==> src/rtl/sram_req_arbiter.sv <==
// Two-master (IF fetch / EX-MEM data) arbiter onto one SRAM-like req/addr_ok/data_ok port.
// Define SRAM_ARB_RR_EN for round-robin arbitration; fixed data-first priority otherwise.
module sram_req_arbiter #(
    parameter int unsigned OUTSTANDING = 4
) (
    input  logic        clk,
    input  logic        resetn,

    input  logic        inst_req,
    input  logic        inst_wr,
    input  logic [1:0]  inst_size,
    input  logic [3:0]  inst_wstrb,
    input  logic [31:0] inst_addr,
    input  logic [31:0] inst_wdata,
    output logic        inst_addr_ok,
    output logic        inst_data_ok,
    output logic [31:0] inst_rdata,

    input  logic        data_req,
    input  logic        data_wr,
    input  logic [1:0]  data_size,
    input  logic [3:0]  data_wstrb,
    input  logic [31:0] data_addr,
    input  logic [31:0] data_wdata,
    output logic        data_addr_ok,
    output logic        data_data_ok,
    output logic [31:0] data_rdata,

    output logic        mem_req,
    output logic        mem_wr,
    output logic [1:0]  mem_size,
    output logic [3:0]  mem_wstrb,
    output logic [31:0] mem_addr,
    output logic [31:0] mem_wdata,
    input  logic        mem_addr_ok,
    input  logic        mem_data_ok,
    input  logic [31:0] mem_rdata,

    output logic        resp_err
);

    localparam int unsigned PtrW = $clog2(OUTSTANDING);
    localparam int unsigned CntW = PtrW + 1;

    typedef enum logic [1:0] {
        LkNone = 2'd0,
        LkInst = 2'd1,
        LkData = 2'd2
    } lock_e;

    lock_e                  lock_q;
    logic [CntW-1:0]        count_q;
    logic [CntW-1:0]        count_d;
    logic [PtrW-1:0]        wptr_q;
    logic [PtrW-1:0]        rptr_q;
    logic [OUTSTANDING-1:0] ids_q;
    logic                   resp_err_q;

    logic gnt_data;
    logic gnt_req;
    logic prefer_data;
    logic accept;
    logic fifo_empty;
    logic pop;
    logic spurious;
    logic lock_dropped;

`ifdef SRAM_ARB_RR_EN
    logic last_data_q;
    assign prefer_data = ~last_data_q;
`else
    assign prefer_data = 1'b1;
`endif

    // A held lock only steers the grant while its owner still requests.
    always_comb begin
        gnt_data = 1'b0;
        if (lock_q == LkInst && inst_req) begin
            gnt_data = 1'b0;
        end else if (lock_q == LkData && data_req) begin
            gnt_data = 1'b1;
        end else if (inst_req && data_req) begin
            gnt_data = prefer_data;
        end else begin
            gnt_data = data_req;
        end
    end

    assign gnt_req    = gnt_data ? data_req : inst_req;
    assign mem_req    = resetn & gnt_req & (count_q < CntW'(OUTSTANDING));
    assign accept     = mem_req & mem_addr_ok;
    assign fifo_empty = (count_q == '0);
    assign pop        = resetn & mem_data_ok & ~fifo_empty;
    assign spurious   = resetn & mem_data_ok & fifo_empty;

    assign lock_dropped = (lock_q == LkInst && !inst_req) || (lock_q == LkData && !data_req);

    assign mem_wr    = gnt_data ? data_wr    : inst_wr;
    assign mem_size  = gnt_data ? data_size  : inst_size;
    assign mem_wstrb = gnt_data ? data_wstrb : inst_wstrb;
    assign mem_addr  = gnt_data ? data_addr  : inst_addr;
    assign mem_wdata = gnt_data ? data_wdata : inst_wdata;

    assign inst_addr_ok = accept & ~gnt_data;
    assign data_addr_ok = accept &  gnt_data;
    assign inst_data_ok = pop & ~ids_q[rptr_q];
    assign data_data_ok = pop &  ids_q[rptr_q];
    assign inst_rdata   = mem_rdata;
    assign data_rdata   = mem_rdata;
    assign resp_err     = resp_err_q;

    always_comb begin
        count_d = count_q;
        case ({accept, pop})
            2'b10:   count_d = count_q + CntW'(1);
            2'b01:   count_d = count_q - CntW'(1);
            default: count_d = count_q;
        endcase
    end

    // resetn is expected to be released synchronously by the upstream reset synchroniser.
    always_ff @(posedge clk or negedge resetn) begin
        if (!resetn) begin
            lock_q     <= LkNone;
            count_q    <= '0;
            wptr_q     <= '0;
            rptr_q     <= '0;
            ids_q      <= '0;
            resp_err_q <= 1'b0;
`ifdef SRAM_ARB_RR_EN
            last_data_q <= 1'b0;
`endif
        end else begin
            count_q <= count_d;
            if (accept) begin
                ids_q[wptr_q] <= gnt_data;
                wptr_q        <= wptr_q + PtrW'(1);
            end
            if (pop) begin
                rptr_q <= rptr_q + PtrW'(1);
            end
            if (spurious) begin
                resp_err_q <= 1'b1;
            end
            if (accept) begin
                lock_q <= LkNone;
            end else if (mem_req) begin
                lock_q <= gnt_data ? LkData : LkInst;
            end else if (lock_dropped) begin
                lock_q <= LkNone;
            end
`ifdef SRAM_ARB_RR_EN
            if (accept) begin
                last_data_q <= gnt_data;
            end
`endif
        end
    end

endmodule

==> config.mk <==
export PLATFORM = sky130hd
export DESIGN_NAME = sram_req_arbiter
export DESIGN_NICKNAME = d
export VERILOG_FILES = /design/src/rtl/sram_req_arbiter.sv
export SDC_FILE = /design/constraint.sdc
export NUM_CORES = 1
export LEC_CHECK = 0
export BUFFER_PORTS_ARGS = -buffer_cell sky130_fd_sc_hd__buf_2
export CAP_MARGIN = 20
export CORE_AREA = 10 10 117 119
export DETAILED_ROUTE_END_ITERATION = 16
export DIE_AREA = 0 0 127 129
export PLACE_DENSITY = 0.61
export SLEW_MARGIN = 20
export SYNTH_ARGS = -nofsm -noshare
export SYNTH_HDL_FRONTEND = slang
export SYNTH_SLANG_ARGS = --single-unit
==> constraint.sdc <==
create_clock -name clk -period 2.51 [get_ports clk]
set_input_delay 0 -clock clk [delete_from_list [all_inputs] [get_ports clk]]
set_output_delay 0 -clock clk [all_outputs]
set_load 0.02 [all_outputs]
==> results list, run 1 <==
- Remaining max-slew budget at the tightest pin: 64.49%
- In this run the cell area of the synthesized design comes to 2298 sq um.
* Critical path start-end classification: input pin to register
- Among all stages on the critical path, the largest delay is contributed by dlygate4sd3_1.
- The detail route stage leaves a number of antenna-violating nets equal to 0.
- The number of buffers and inverters on the critical path is 4.
* HPWL Detailed: 9406 um
- In this run the critical register-to-register path is captured at count_q[2].
- After detailed routing, the number of remaining DRC violations is 0.
- Proportion of synthesized chip area in sequential cells: 15.24%
- Placeable core region: 11320 sq um
- Synthesized instance count: 219
* Standby leakage power: 0.001747 uW
* Sinks on Clock Net: 14
- After routing the design area is 3157 sq um.
- Final setup violation count: 0
- Nets: 563
- Walking the worst path, the cells encountered are dlygate4sd3_1, buf_2, o311ai_1, inv_1, ha_1, inv_1, fa_1, xor2_1, nor2_1, xor2_1.
- The completed layout was analyzed and its total power is 1675 uW.
* Hold Crit Class: input pin to primary output
- After Yosys synthesis, XOR and XNOR cells account for 2.286% of the synthesized area.
- Main combinational cell family by area after synthesis: multiplexers
- The number of setup buffers added after CTS is 0.
* WL per Instance: 19.89 um
- Data on the critical path arrives at its endpoint at 2.41 ns.
- Remaining Overflow, GRT: 0
- The count of final max-slew check failures was 0.
- Clock root buffer: clkbuf_16
- Wire length of the first global-routing pass: 14700 um
- Summed negative setup slack over all endpoints: 0 ns
- The longest clock path from root to sink contains 2 buffers.
* Proportion of power drawn by the clock network: 17.0%
- For the final database, setup skew stands at 0.001071 ns.
* PortBufs: 224
- Area of the die: 16380 sq um
- The number of antenna violations at the first check in global routing was 0.
- Setup slack of the worst register-to-register path: 0.39 ns
- Max FO, Critical Path: 19
- Launch point of the worst hold path: mem_rdata[2]
- The run finished with clean final reports.
* Post-layout minimum cycle time: 2.259 ns
- Compared with the post-synthesis result, the final layout area differs by 37.34%.
* Finished Core Util: 27.88%
* Fraction of synthesized area in multiplexers: 42.41%
- Max-cap violations in this run came to 0.
- Synthesis inferred 14 register bits.
* CTS clock-pin slew for the worst setup and hold paths: 0.04 ns
* Number of endpoints with negative hold slack in the final report: 0
- The placed instances occupy a cell area of 3072 sq um.
- CTS tree: built
- The repair_antennas step left the layout with diodes totalling 0.
* Mean cell area of the mapped netlist: 10.50 sq um
- The number of global-route vias before repair was 2537.
* Most common cell after layout, fill and taps aside: buf_2
- Resized Gates After CTS: 0
- Fraction of layout instances using a drive strength above 1: 81.33%
- Post-synthesis adder-cell area fraction: 3.593%
- Using the TritonRoute via totals, the vias-per-cell ratio works out to 4.203.
* Synth Area in Simple Gates: 4.790%
- The detailed router placed 2177 vias in this run.
- Entering global routing, the biggest net connects 46 pins.
- On the worst path, the slowest cell contributes a delay of 0.52 ns.
- Hold Worst Slack: 0.000009699 ns
* Startpoint of the most critical register-to-register path: count_q[2]
- The initialized floorplan defines 39 standard-cell rows.
- Number of buffers added by the clock tree synthesis step: 3
* Top-level port count: 321
- In this run the power density over the cells is 530.4 nW/um^2.
* Final Cycle Share: 90.00%
- The library cells used most frequently in the layout, excluding fill and tap cells, are 224 x buf_2, 37 x mux2_2, 35 x mux2_4.
- Based on the critical path, the design can be clocked at up to 442.7 MHz.
- Fraction of registers with async set/reset: 100.0%
* Synth Net Count: 405
- In this run switching power makes up 39.72% of total power.
- The layout has 1203 filler cells.
- In this design, the largest share of critical-path delay is due to buffers and inverters.
* Die W: 127 um
* Routability congestion estimate: 0.7952
- Gate power share: 58.2%
* Overall die height: 129 um
* Least-Margin Pin Slew: 0.5243 ns
* Post-cts hold buffer count: 1
* Clock insertion delay at the later pin of the skew report: 0.24 ns
- For this run, the detailed router's first-pass iteration total came to 4.
- Synth Flop Type: dfrtp_1
- For the worst setup path, the data required time is 2.66 ns.
- The path with the worst hold slack has its endpoint at inst_rdata[2].
* Number of cells on the worst reg-to-reg path: 8
- Initial Utilization: 20.30%
- Counting instances, the worst hold path has a depth of 0.
- Setup repair after global routing left no endpoint under its margin.
* Peak supply drop: 349.5 uV
- Startpoint type of the worst setup path: input pin
- The synthesized design contains 0 enable-type register cells.
- The internal portion of the total power is 1009 uW.
* Total GRT Usage: 10.99%
* Number of distinct library cells after synthesis: 34
- The worst setup path is captured at a register.
- Share of total power in sequential cells: 24.8%
* Number of levels in the clock H-tree: 1
- In this run, the number of DRC markers left after iteration 0 of detailed routing was 38.
* Synth Warn #: 0
- Net load switching power: 665.1 uW
- Wires add up to 10300 um.
- Complex-gate fraction of the synthesized area: 6.206%
-- worst register-to-register path: cells and delay by family (launching register included) --
kind,cells,cell delay [ns]
fa+ha+maj,2,0.44
flops,1,0.43
xor+xnor,2,0.29
buf+inv,2,0.24
compound gates,1,0.53
simple gates,1,0.07
-- layout make-up --
type | instances | area [sq um] | area share (%)
repair buffers | 227 | 1159 | 36.70
clock buffers | 3 | 75.07 | 2.378
inverters | 7 | 26.28 | 0.8323
flip-flops and latches | 14 | 350.3 | 11.10
well taps | 143 | 178.9 | 5.668
multi-input cells | 124 | 1368 | 43.32
-- state kept, by name, summed over array words and instances (netlist names) --
| register | flops |
|---|---|
| count_q | 3 |
| lock_q | 2 |
| wptr_q | 2 |
| ids_q | 4 |
| rptr_q | 2 |
| resp_err | 1 |
-- power groups by stage --
stage / Combinational [uW] / Clock, uW / Sequential, uW
4_1_cts: 993 / 294 / 419
3_3_place_gp: 964 / 0 / 418
2_1_floorplan: 796 / 0 / 406
3_5_place_dp: 987 / 0 / 421
5_1_grt: 1070 / 307 / 437
6_report: 974 / 284 / 416
-- metal layers --
layer	up-vias	wire length, um	track usage [%]
li1	1011	-	-
met2	169	4974	19.14
met4	0	55	1.273
met5	-	0	0
met1	989	3777	11.28
met3	8	1496	6.982
-- kinds of logic (layout without fill, tap and decap cells) --
logic type                 Yosys count  in the layout
AOI/OAI and AO/OA                   22             22
muxes                               74             74
xor gates and xnor gates             6              6
and+or+nand+nor                     16             16
buffers and inverters               81            237
DFF                                 14             14
adders and majority gates            6              6
-- metrics by stage --
stage / cells / setup slack (ns)
2_1_floorplan: 219 / 0.6533
3_3_place_gp: 514 / 0.5527
3_5_place_dp: 514 / 0.4165
4_1_cts: 518 / 0.2339
5_1_grt: 518 / 0.007606
6_report: 518 / 0.2511
-- Yosys cell counts (2+ instances only) --
master	count	area share, %
buf_4	64	21
mux2_2	37	18
a21oi_1	2	0.44
clkbuf_1	2	0.33
o31ai_1	4	1.3
nand3b_1	2	0.65
o21ai_0	10	2.2
nor2_1	4	0.65
xnor2_1	4	1.5
xor2_1	2	0.76
buf_6	5	2.4
dfrtp_1	14	15
nor2b_1	2	0.54
buf_2	3	0.65
ha_1	5	2.7
inv_1	7	1.1
mux2_4	35	23
-- worst max path at each step --
stage                     from         end  cells after the start
floorplan           count_q[2]  count_q[2]                      8
global placement    count_q[2]  count_q[2]                      8
detailed placement  count_q[2]  count_q[2]                      8
CTS                     resetn  count_q[2]                     10
global route            resetn  count_q[2]                     10
finish                  resetn  count_q[2]                     10
No activity file was read; power rests on OpenSTA's default activity.
==> run 2, diff against run 1 <==
==> constraint.sdc (replaced) <==
create_clock -name clk -period 2.51 [get_ports clk]
set_input_delay 0.251 -clock clk [delete_from_list [all_inputs] [get_ports clk]]
set_output_delay 0.251 -clock clk [all_outputs]
set_load 0.02 [all_outputs]
==> results list, run 2 (synthesis results as in run 1) <==
- The initial standard-cell utilization of the core came to 20.30% (unchanged).
* Fraction of layout instances using a drive strength above 1: 81.43% (was 81.33%)
* Biggest register: ids_q (unchanged)
* Clock insertion delay at the later pin of the skew report: 0.24 ns (about the same)
- The startpoint type of the worst setup path was an input pin (unchanged).
- The remaining max-slew budget at the tightest pin came to 66.18% (was 64.49%).
- The synthesis-to-finish area growth is 38.81% (was 37.34%).
* Top-level port count: 321 (unchanged)
- Final Cycle Share: 91.57% (was 90.00%)
- Setup repair after global routing missed its margin: no (unchanged).
* Per-cell via count in the routed design: 4.192 (was 4.203)
- Outcome: finished clean (unchanged)
* Share of total power in sequential cells: 24.4% (was 24.8%)
- Area of the die: 16380 sq um (unchanged)
- The final RePlAce weighted congestion was 0.8100 (was 0.7952).
* Most common cell after layout, fill and taps aside: buf_2 (unchanged)
- Antenna violations before repair: 0 (unchanged)
- Initial DRC count: 62 (was 38)
* Routed Wire Length: 10570 um (was 10300 um)
- Largest net degree at the start of global routing: 42 (was 46)
* Clock root buffer: clkbuf_16 (unchanged)
- The quantity of I/O buffers inserted on ports was 224 (unchanged).
* Worst path required time: 2.67 ns (was 2.66 ns)
- The transition time at the pin with the least slew margin came to 0.4994 ns (was 0.5243 ns).
- The post-CTS repair timing setup buffer count is 0 (unchanged).
- Proportion of power drawn by the clock network: 19.4% (was 17.0%)
- Arrival time of the worst setup path: 2.46 ns (was 2.41 ns)
* Number of endpoints with negative hold slack in the final report: 0 (unchanged)
- Switching share of power: 39.43% (was 39.72%)
- Gate power share: 56.3% (was 58.2%)
- The clock transition at the registers of the reported paths came to 0.05 ns (was 0.04 ns).
* Resized Gates After CTS: 0 (unchanged)
* Post-layout minimum cycle time: 2.298 ns (was 2.259 ns)
- The number of diodes added for antenna fixing came to 0 (unchanged).
- The cell internal power dissipation was 1046 uW (was 1009 uW).
- The maximum fanout encountered on the critical timing path was 10 (was 19).
- CP endpoint kind: register (unchanged)
* Sinks on Clock Net: 14 (unchanged)
* Nets: 564 (was 563)
- Final setup violation count: 0 (unchanged)
* Critical path start-end classification: input pin to register (unchanged)
* Commonest cells after routing, fill and taps aside: 224 x buf_2, 37 x mux2_2, 35 x mux2_4 (unchanged)
- Remaining Overflow, GRT: 0 (unchanged)
- The area of the core region came to 11320 sq um (unchanged).
- Overall die height: 129 um (unchanged)
- Summed negative setup slack over all endpoints: 0 ns (unchanged)
- The clock tree from TritonCTS was built (unchanged).
* Slew Limit Fails: 0 (unchanged)
- Slowest cell delay on critical path: 0.52 ns (about the same)
- Max reg flops: 4 (unchanged)
* Number of violations of the max-capacitance limit: 0 (unchanged)
- Post-cts hold buffer count: 1 (unchanged)
- The HPWL after detailed placement was 9703 um (was 9406 um).
- Pre-antenna DRT Iters: 4 (unchanged)
- The H-tree level count came to 1 (unchanged).
- Cell area power density: 541.2 nW/um^2 (was 530.4 nW/um^2)
- The maximum count of clock buffers along a single path was 2 (unchanged).
- The die span in x came to 127 um (unchanged).
* Number of buffers added by the clock tree synthesis step: 3 (unchanged)
- List of cells traversed by the critical path: dlygate4sd3_1, buf_2, o311ai_1, inv_1, ha_1, inv_1, fa_1, xor2_1, nor2_1, xor2_1 (unchanged)
* Standby leakage power: 0.001764 uW (was 0.001747 uW)
* Setup clock skew after layout: 0.004358 ns (was 0.001071 ns)
- The highest achievable clock rate came to 435.1 MHz (was 442.7 MHz).
- Net load switching power: 680.8 uW (was 665.1 uW)
* WL per Instance: 20.33 um (was 19.89 um)
* Fill count: 1211 (was 1203)
- Antenna Nets Post-Route: 0 (unchanged)
- Peak supply drop: 697.7 uV (was 349.5 uV)
- The total power after layout came to 1727 uW (was 1675 uW).
- Total GRT Usage: 11.32% (was 10.99%)
- The count of vias placed by the detailed router came to 2180 (was 2177).
* Vias in the first global route: 2475 (was 2537)
- Largest registers in the final layout: ids_q x4, count_q x3 (unchanged).
* Residual DRC count: 0 (unchanged)
* Wire length of the first global-routing pass: 14810 um (was 14700 um)
* Critical Path Slowest Stage Cell: dlygate4sd3_1 (unchanged)
* Hold Crit Class: input pin to register (was input pin to primary output)
- Count of standard-cell rows: 39 (unchanged)
==> run 2: per-layer routing <==
| metal | share of wire [%] | up-vias | global-route usage [%] | wire length, um |
|---|---|---|---|---|
| met5 | 0 | - | 0 | 0 |
| met4 | 0.67 | 0 | 1.273 | 71 |
| met3 | 15 | 10 | 7.351 | 1612 |
| met2 | 49 | 185 | 19.29 | 5156 |
| met1 | 35 | 967 | 11.86 | 3734 |
| li1 | - | 1018 | - | - |
==> run 2: critical path, delay by kind of cell <==
family          cells  cell delay [ns]
compound gates      1             0.22
xor+xnor            2             0.32
fa+ha+maj           2             0.58
buf+inv             4             0.99
simple gates        1             0.11
==> run 2: worst paths after layout <==
check	startpoint	end	cells past startpoint	slack (ns)
worst max-delay path	resetn	count_q[2]	10	0.21
worst min-delay path	mem_data_ok	resp_err	2	0.27
worst max register to register	count_q[2]	count_q[2]	8	0.42
worst min register to register	resp_err	resp_err	1	0.46
max in group asynchronous	resetn	count_q[1]	3	1.71
min in group asynchronous	resetn	rptr_q[0]	2	0.40
==> run 2: power groups by stage <==
stage	clock [uW]	sequential (uW)	combinational (uW)
2_1_floorplan	0	406	796
3_3_place_gp	0	419	965
3_5_place_dp	0	426	983
4_1_cts	344	422	990
5_1_grt	358	437	1050
6_report	334	421	972
==> run 2: metrics by stage <==
step / cells / cell area [sq um] / utilization [%] / setup WS (ns) / hold slack (ns)
6_report: 520 / 3191 / 28.18 / 0.2116 / 0.2729
5_1_grt: 520 / 3191 / 28.18 / 0.05284 / 0.2747
4_1_cts: 520 / 3191 / 28.18 / 0.1877 / 0.2703
3_5_place_dp: 515 / 3092 / 27.31 / 0.4153 / 0.1250
3_3_place_gp: 515 / 3092 / 27.31 / 0.5185 / 0.1189
2_1_floorplan: 219 / 2298 / - / 0.6533 / -0.04459
==> run 2: final cells by class <==
type,instances,area (sq um),area share (%)
Sequential cell,14,350.3,10.98
Inverter,7,26.28,0.8235
Timing Repair Buffer,228,1179,36.94
Clock buffer,4,88.84,2.784
Multi-Input combinational cell,124,1368,42.86
Tap cell,143,178.9,5.608
